$ cat src/rtl/sel_demux_collect.sv
// Registered 1-to-D_WIDTH demultiplexer and frame collector.
// Rebuilds the parallel word from serial bits, either by direct address or by auto-sequenced, double-buffered frames.
module sel_demux_collect #(
    parameter int unsigned SEL_WIDTH = 2,
    parameter int unsigned D_WIDTH   = 4
) (
    input  logic                 clk,
    input  logic                 rst_n,
    input  logic                 in_valid,
    input  logic                 din,
    input  logic [SEL_WIDTH-1:0] sel,
    input  logic                 auto_mode,
    input  logic                 clear,
    output logic [D_WIDTH-1:0]   out,
    output logic                 upd,
    output logic                 frame_valid,
    output logic                 sel_err,
    output logic [SEL_WIDTH-1:0] ptr
);

    localparam int unsigned SW1 = SEL_WIDTH + 1;
    localparam logic [SW1-1:0]       D_LIM    = SW1'(D_WIDTH);
    localparam logic [SEL_WIDTH-1:0] LAST_IDX = SEL_WIDTH'(D_WIDTH - 1);

    localparam logic [0:0] IDLE = 1'b0;
    localparam logic [0:0] FILL = 1'b1;

    logic [0:0]           state_q, state_nxt, state_cur;
    logic [SEL_WIDTH-1:0] ptr_q, ptr_nxt, ptr_cur, idx;
    logic [D_WIDTH-1:0]   shadow_q, shadow_nxt, shadow_cur;
    logic [D_WIDTH-1:0]   out_q, out_nxt;
    logic                 upd_q, upd_nxt;
    logic                 fv_q, fv_nxt;
    logic                 err_q, err_nxt;
    logic                 mode_q;

    // State register
    always_ff @(posedge clk or negedge rst_n) begin
        if (!rst_n) begin
            state_q  <= IDLE;
            ptr_q    <= '0;
            shadow_q <= '0;
            out_q    <= '0;
            upd_q    <= 1'b0;
            fv_q     <= 1'b0;
            err_q    <= 1'b0;
            mode_q   <= 1'b0;
        end else begin
            state_q  <= state_nxt;
            ptr_q    <= ptr_nxt;
            shadow_q <= shadow_nxt;
            out_q    <= out_nxt;
            upd_q    <= upd_nxt;
            fv_q     <= fv_nxt;
            err_q    <= err_nxt;
            mode_q   <= auto_mode;
        end
    end

    // Next-state and output logic
    always_comb begin
        state_nxt  = state_q;
        ptr_nxt    = ptr_q;
        shadow_nxt = shadow_q;
        out_nxt    = out_q;
        upd_nxt    = 1'b0;
        fv_nxt     = 1'b0;
        err_nxt    = 1'b0;
        idx        = '0;

        // A clear or a mode change drops any partial frame before this beat is used
        if (clear || (auto_mode != mode_q)) begin
            state_cur  = IDLE;
            ptr_cur    = '0;
            shadow_cur = '0;
        end else begin
            state_cur  = state_q;
            ptr_cur    = ptr_q;
            shadow_cur = shadow_q;
        end
        state_nxt  = state_cur;
        ptr_nxt    = ptr_cur;
        shadow_nxt = shadow_cur;

        if (!clear && in_valid) begin
            if (!auto_mode) begin
                if ({1'b0, sel} < D_LIM) begin
                    for (int i = 0; i < int'(D_WIDTH); i++) begin
                        if (sel == SEL_WIDTH'(i)) out_nxt[i] = din;
                    end
                    upd_nxt = 1'b1;
                end else begin
                    err_nxt = 1'b1;
                end
            end else begin
                case (state_cur)
                    IDLE:    idx = '0;
                    default: idx = ptr_cur;
                endcase
                if (idx == LAST_IDX) begin
                    out_nxt              = shadow_cur;
                    out_nxt[D_WIDTH-1]   = din;
                    fv_nxt               = 1'b1;
                    ptr_nxt              = '0;
                    shadow_nxt           = '0;
                    state_nxt            = IDLE;
                end else begin
                    for (int i = 0; i < int'(D_WIDTH); i++) begin
                        if (idx == SEL_WIDTH'(i)) shadow_nxt[i] = din;
                    end
                    ptr_nxt   = idx + SEL_WIDTH'(1);
                    state_nxt = FILL;
                end
            end
        end
    end

    assign out         = out_q;
    assign upd         = upd_q;
    assign frame_valid = fv_q;
    assign sel_err     = err_q;
    assign ptr         = ptr_q;

endmodule

$ cat config.mk
export PLATFORM = sky130hd
export DESIGN_NAME = sel_demux_collect
export DESIGN_NICKNAME = d
export VERILOG_FILES = /design/src/rtl/sel_demux_collect.sv
export SDC_FILE = /design/constraint.sdc
export NUM_CORES = 1
export LEC_CHECK = 0
export BUFFER_PORTS_ARGS = -buffer_cell sky130_fd_sc_hd__buf_2
export CAP_MARGIN = 20
export CORE_AREA = 3 3 48 50
export CTS_CLUSTER_SIZE = 14
export DETAILED_ROUTE_END_ITERATION = 16
export DIE_AREA = 0 0 51 53
export GPL_TIMING_DRIVEN = 0
export SYNTH_ARGS = -nofsm -noshare
export SYNTH_HDL_FRONTEND = slang
export SYNTH_SLANG_ARGS = --single-unit
$ cat constraint.sdc
create_clock -name clk -period 2 [get_ports clk]
set_input_delay 0.1 -clock clk [delete_from_list [all_inputs] [get_ports clk]]
set_output_delay 0.1 -clock clk [all_outputs]
set_load 0.03 [all_outputs]
== Word level (Yosys, flattened, before mapping) ==
Cells that the tools add are included.
Storage, ports and cells
  flip-flop bits (word level): 14
  input bits: 8
  output and inout bits: 9
  logic and storage cells: 61
Cells by class
  $add $sub $neg: 1
  equal/unequal tests: 8
  muxes and demuxes: 29
  reductions and logical operators: 13
Operators by type and width (number)
  two-way mux 4 bit: 6
  two-way mux 1 bit: 16
  two-way mux 2 bit: 7
  AND reduction 3 bit: 4
  equality test 2 bit, second input constant: 4
  nonzero test 2 bit: 4
  equality test 2 x 1 -> 1 bit, second input constant: 2
  logical NOT 2 bit: 2
  adder 2 x 1 -> 2 bit, second input constant: 1
  != test 2 x 1 -> 1 bit, second input constant: 1
  logical AND 1 bit: 1
  logical NOT 1 bit: 1
  logical OR 1 bit: 1
  != test 1 bit: 1

== Logic depth before layout (Yosys ltp) ==
Gate-level depths: netlist of the first run.
  depth in word-level cells: 11
  depth in mapped cells: 7
  depth with buffers taken out: 7

== Worst setup path before layout of the first run ==
OpenSTA, ideal clock, no wires.
  path type: register to register
  from: register mode_q
  to: register shadow_q[1]
  library setup time: 0.124 ns
  data arrival time: 1.417 ns
  required time: 1.876 ns
  slack: 0.459 ns
  cell stages (with the launch flop): 8
  path buffers: 0
  clock period less this slack: 1.541 ns
  path through: dfrtp_1 -> nor2b_1 -> or3_1 -> nor2_1 -> ha_1 -> a31oi_1 -> o211ai_1 -> nand2_1
On the way
  word-level cells in the longest chain between the ends: 11
  elaborated cells on any way between the ends: 14
  classes of those cells: 3 x eq/ne; 10 x mux; 1 x reduce/logical
RTL lines
  from (decl): line 35  | logic mode_q;
  from (signal assigned): line 56  | mode_q <= auto_mode;
  != test 1 bit *: line 72  | if (clear || (auto_mode != mode_q)) begin
  logical OR 1 bit *: line 72
  two-way mux 2 bit or two-way mux 1 bit (tied branches): line 72
  two-way mux 2 bit: line 96  | case (state_cur)
  two-way mux 2 bit: line 86  | if (!auto_mode) begin
  two-way mux 2 bit: line 85  | if (!clear && in_valid) begin
  equality test 2 x 1 -> 1 bit: line 109  | if (idx == SEL_WIDTH'(i)) shadow_nxt[i] = din;
  two-way mux 1 bit: line 109
  two-way mux 4 bit: line 100  | if (idx == LAST_IDX) begin
  two-way mux 4 bit: line 86
  two-way mux 4 bit *: line 85
  named net shadow_nxt[1]: line 30  | logic [D_WIDTH-1:0] shadow_q, shadow_nxt, shadow_cur;
  to (signal assigned): line 51  | shadow_q <= shadow_nxt;
  to (decl): line 30
The timed path passes the listed nets; every way through them passes the cells marked *. The select of a mux whose other input is x is not followed.
A chain may end at the register's enable or synchronous reset.

== Worst setup path in the final report of the first run ==
Same ends and word-level chain as after synthesis.

==> results of run 1 <==
==> final timing paths <==
path,from,depth (start not counted),to,slack [ns]
min reg2reg,out[3],1,out[3],0.49
min in group asynchronous,rst_n,2,shadow_q[0],0.24
max,mode_q,7,shadow_q[1],0.31
max in group asynchronous,rst_n,2,out[1],1.52
min,auto_mode,1,mode_q,0.02
max reg2reg,mode_q,7,shadow_q[1],0.31
==> logic make-up (layout without fill, tap and decap cells) <==
group	count (synthesis)	in the layout	share of synthesized area, %
AO/OA/AOI/OAI	19	19	15.5
adder cells (fa/ha/maj)	1	1	1.78
buffers and inverters	6	26	4.09
flip-flops	13	13	46.3
multiplexers	3	3	4.45
other	1	1	0.533
AND/OR/NAND/NOR	34	34	27.4
==> synthesized netlist by cell type, drive strengths merged <==
master / count
nor2b: 3
nand4: 2
a21oi: 8
inv: 3
or2: 1
or3b: 1
a21boi: 1
and3b: 1
o211ai: 1
mux2i: 2
or3: 2
buf: 3
nor2: 6
a31oi: 2
nand2: 8
o2111ai: 1
nor3: 3
dfrtp: 13
nand3b: 2
mux2: 1
nand3: 4
o21ai: 5
conb: 1
and3: 1
a211oi: 1
ha: 1
==> sequential cells by signal, summed over array words and instances (netlist names) <==
register	count
out	4
upd	1
mode_q	1
ptr	2
state_q	1
frame_valid	1
shadow_q	3
==> what timing repair did <==
item / 4_1_cts / 5_1_grt
hold buffers: 1 / 0
setup endpoints to repair: 0 / 0
endpoints found under the hold margin: 13 / 0
==> layer usage <==
metal,up-vias,wire length [um],GRT usage [%]
met3,2,80,5.07
met5,-,0,0
li1,315,-,-
met2,16,724,17.8
met4,0,6,1.35
met1,296,697,15.7
==> power by group <==
group / total (mW) / internal [mW] / switching (mW)
logic: 0.141 / 0.0454 / 0.0958
registers: 0.300 / 0.287 / 0.0127
clock network: 0.166 / 0.0773 / 0.0883
==> cells in the final DEF, fill, tap and decap left out, drive strengths merged <==
| master | instances |
|---|---|
| o211ai | 1 |
| o21ai | 5 |
| dlygate4sd3 | 1 |
| nand2 | 8 |
| a21boi | 1 |
| nor2 | 6 |
| clkbuf | 4 |
| inv | 3 |
| nand4 | 2 |
| mux2 | 1 |
| o2111ai | 1 |
| and3b | 1 |
| mux2i | 2 |
| nor2b | 3 |
| a21oi | 8 |
| ha | 1 |
| nand3b | 2 |
| nand3 | 4 |
| conb | 1 |
| buf | 18 |
| a31oi | 2 |
| or3b | 1 |
| nor3 | 3 |
| and3 | 1 |
| or3 | 2 |
| or2 | 1 |
| dfrtp | 13 |
| a211oi | 1 |
==> per-stage QoR <==
stage                     power [mW]  std cells  hold WS, ns  utilization (%)
after floorplan                0.397         77       -0.196                -
after global placement         0.446        119      0.00636             41.8
after CTS                      0.618        124       0.0131             43.7
after detailed placement       0.447        119      0.00973             41.8
final                          0.607        124       0.0164             43.7
after global routing           0.641        124       0.0135             43.7
==> final cells by class <==
cell class	count	share of cell area (%)
Clock buffer	4	3.10
Multi-Input combinational cell	58	41.2
Buffer	3	2.06
Inverter	3	1.33
Tap cell	27	3.98
Sequential cell	13	38.3
Timing Repair Buffer	16	10.0
==> worst reg2reg max path, stage by stage, from the launching register on <==
cell	delay (ns)
dfrtp_1	0.43
nor2b_1	0.17
or3_1	0.38
nor2_1	0.13
ha_1	0.18
a31oi_1	0.05
o211ai_1	0.17
nand2_1	0.06
==> summary.txt, run 1 <==
Floorplanning
  • Die height: about 53 um
  • IO Pins: 17
  • Row cnt: 16
  • Die area: 2700 sq um
  • Core area: roughly 2000 sq um
  • Initial Util: a little over a third
  • DIE WIDTH: a little over 50 um

Power and ir drop
  • VDD IR max: 0.381 mV
  • Power density cells: roughly 720 nW/um^2
  • Leak Pwr: around 0.4 nW

Setup path
  • Crit path required time: ~2.2 ns
  • CP Launch Type: register
  • CP max FO: 5
  • Delay-heaviest family, CP: simple AND/OR/NAND/NOR gates
  • WP buf/inv: 0
  • Max stage delay cell, worst path: dfrtp_1
  • Crit end category: register
  • Crit Path Category: register to register
  • CP Data Arrival Time: about 1.9 ns
  • Cells along the critical path: nor2b_1, or3_1, nor2_1, ha_1, a31oi_1, o211ai_1, nand2_1
  • CP max stage delay: ~0.43 ns

Cells and area
  • N_diodes: 0
  • FF/Latch Area: between 300 and 400 sq um
  • Area of the multi-input gates: 349 sq um
  • Area grow syn2layout: 20.6%
  • NumNets Final: around 110
  • Layout cells sized above 1: between 20% and 30%
  • Fill cells: between 150 and 200
  • Post-route cell area: approximately 850 sq um

Clocking
  • Clock buffer depth: 2
  • Total CTS buffers: 3
  • Sink Count: 13
  • Post-CTS setup buffers: 0
  • CTS tree: yes
  • H-tree Lvls: 1
  • Root Driver: clkbuf_4
  • CTS resizes: 0
  • Clock Pin Slew Worst Setup and Hold Paths: approximately 0.090 ns
  • Clock latency at the later pin of the worst-skew pair: approximately 0.28 ns

Hold path
  • Hold Crit Class: input port to register

Routing
  • # DRC: 0
  • Vias: 629
  • DRT iter0 DRCs: 13
  • Final wirelength: 1510 um
  • DR pass1 iterations: 4
  • Vias per inst: between 5 and 6
  • Drt wl/cell: roughly 12 um
  • Post-route ant nets: 0

Logic synthesis
  • Post-Synthesis Cells: 77
  • #FFs+latches synth: 13
  • Yosys top cell by area: dfrtp_1
  • Top cells by area, synth: dfrtp_1 46%, a21oi_1 5.7%, nand2_1 4.3%
  • Register area share after synthesis: 46.3%
  • Avg Synthesized Cell Area: between 9 and 10 sq um
  • Syn Nets: between 80 and 90
  • Yosys warning total: 0
  • Post-synthesis cell type count: 31
  • Post-Syn Area: between 700 and 800 sq um
  • Synth top area share: between 40% and 50%

Placed design
  • Post-Place Cell Area: approximately 810 sq um
  • Place WS: slightly above 0.3 ns
  • HPWL Detailed: between 1000 and 1500 um
  • GP Congestion: 0.764
  • PortBufs: 15

Timing
  • Final hold violations: 0
  • Worst Slack Setup Final: about 0.31 ns
  • Final min period: ~1.7 ns
  • Slew Limit Fails: 0
  • Achievable frequency: between 500 and 600 MHz
  • Setup TNS Final: 0 ns
  • Fin crit share: between 80 and 90%
  • RSZ-0062 raised after global routing: false
  • Setup Viol. Count Final: 0
  • Worst Clk Skew: between 0.007 and 0.008 ns

GRT
  • Largest net degree at the start of global routing: 14
  • Vias in the first global route: 530
  • Total gr overflow: 0
  • Initial antenna violation count: 0
  • First-pass GRT wire length: 2350 um
  • GRT Total Usage: 11.7%

Run
  • Max-cap violations: 0

Outcome
  • Status: complete, no violations
Note: power is estimated with default switching activity, not from simulation.
==> run 2: changes to the inputs <==
==> constraint.sdc (replaced) <==
create_clock -name clk -period 1.4 [get_ports clk]
set_input_delay 0.07 -clock clk [delete_from_list [all_inputs] [get_ports clk]]
set_output_delay 0.07 -clock clk [all_outputs]
set_load 0.03 [all_outputs]
==> summary.txt, run 2 (synthesis gave the netlist of run 1 again) <==
GRT
  • GRT Total Usage: ~13%
  • Vias in the first global route: between 500 and 600
  • Total gr overflow: 0
  • Initial antenna violation count: 0
  • Largest net degree at the start of global routing: 14
  • First-pass GRT wire length: roughly 2500 um

Setup path
  • CP Launch Type: register
  • CP max FO: 4
  • CP Data Arrival Time: ~1.7 ns
  • Crit end category: register
  • Crit Path Category: register to register
  • Crit path required time: 1.58 ns

Floorplanning
  • DIE WIDTH: a little over 50 um
  • IO Pins: 17
  • Initial Util: a little over a third
  • Die height: about 53 um
  • Die area: 2700 sq um
  • Row cnt: 16
  • Core area: about 1900 sq um

Placed design
  • HPWL Detailed: between 1000 and 1500 um
  • PortBufs: 15
  • GP Congestion: roughly 0.80
  • Place WS: -0.242 ns
  • Cell count after placement: 119

Routing
  • Final wirelength: 1590 um
  • DR pass1 iterations: 4
  • Vias: 681
  • # DRC: 0
  • Drt wl/cell: approximately 12 um
  • DRT iter0 DRCs: 9
  • Post-route ant nets: 0
  • Vias per inst: ~5

Cells and area
  • Number of flip-flops under the largest register name: 4
  • Fin cells: roughly 130
  • N_diodes: 0
  • Fill cells: approximately 210
  • Commonest non-fill, non-tap cell in the layout: buf_2
  • Layout cells sized above 1: between 30% and 40%
  • Most frequent cells in the layout: 16 x buf_2, 11 x dfrtp_1, 10 x buf_4, 8 x nand2_1, 8 x a21oi_1
  • Area grow syn2layout: 37.7%
  • NumNets Final: 116

Run
  • Max-cap violations: 0

Outcome
  • Status: complete, but fails checks
  • Failing checks: setup timing

Power and ir drop
  • Power, Total: 893 uW
  • Power density cells: a little over 900 nW/um^2
  • Leak Pwr: around 0.46 nW
  • VDD IR max: 0.572 mV

Timing
  • RSZ-0062 raised after global routing: true
  • Setup TNS Final: -0.133 ns
  • Worst Clk Skew: 0.00688 ns
  • Final min period: approximately 1.5 ns
  • Fin crit share: 109%
  • Setup Viol. Count Final: 2
  • Slew Limit Fails: 0
  • Worst Slack Setup Final: -0.130 ns
  • Fin Hold WS: approximately 0.084 ns
  • Achievable frequency: between 600 and 700 MHz
  • Final hold violations: 0

Clocking
  • Sink Count: 13
  • Clock buffer depth: 2
  • CTS tree: yes
  • Clock Pin Slew Worst Setup and Hold Paths: approximately 0.08 ns
  • Clock latency at the later pin of the worst-skew pair: 0.28 ns
  • Root Driver: clkbuf_4
  • H-tree Lvls: 1
  • Total CTS buffers: 3

Hold path
  • Hold Crit Class: input port to register
==> run 2: worst max-delay path: stages, from the launching register on <==
cell      delay (ns)
dfrtp_1         0.41
nor2b_4         0.15
or3_4           0.35
nor2_4          0.10
ha_4            0.13
a31oi_1         0.04
o211ai_1        0.16
nand2_1         0.07
==> run 2: timing repair <==
item / 4_1_cts / 5_1_grt
hold endpoints to repair: 13 / 1
pin swaps: 5 / 1
resized for setup: 4 / 1
endpoints found under the setup margin: 3 / 6
setup buffers: 7 / 1
hold buffers: 1 / 1
==> run 2: final timing paths <==
kind	startpoint	cells past startpoint	endpoint	slack (ns)
max in group asynchronous	rst_n	2	ptr[1]	0.95
worst max-delay path	mode_q	7	shadow_q[1]	-0.13
min in group asynchronous	rst_n	2	shadow_q[2]	0.20
worst min register to register	out[3]	1	out[3]	0.49
worst max register to register	mode_q	7	shadow_q[1]	-0.13
worst min-delay path	din	2	out[3]	0.08
==> run 2: layout make-up <==
type,instances,area [sq um],share of cell area [%]
multi-input cells,58,394,40.7
flip-flops and latches,13,328,33.9
inverters,3,11.3,1.16
well taps,27,33.8,3.49
clock buffers,4,26.3,2.71
repair buffers,25,155,16.0
plain buffers,3,20.0,2.07
==> run 2: metal layers <==
metal / vias up / wire length [um] / track usage (%)
met5: - / 0 / 0
met4: 0 / 14 / 2.69
met3: 2 / 130 / 5.07
met2: 29 / 744 / 20.0
met1: 318 / 695 / 16.6
li1: 332 / - / -
==> run 2: power by group <==
| group | switching, mW | leakage, nW | internal (mW) | total (mW) |
|---|---|---|---|---|
| logic | 0.145 | 0.276 | 0.0794 | 0.225 |
| registers | 0.0188 | 0.166 | 0.411 | 0.430 |
| clock network | 0.128 | 0.0150 | 0.111 | 0.239 |
| total | 0.292 | 0.457 | 0.601 | 0.893 |
==> run 2: stage by stage <==
stage,utilization [%],instance area (sq um)
5_1_grt,49.9,968
6_report,49.9,968
3_5_place_dp,43.0,835
4_1_cts,48.6,945
3_3_place_gp,43.0,835
2_1_floorplan,-,726
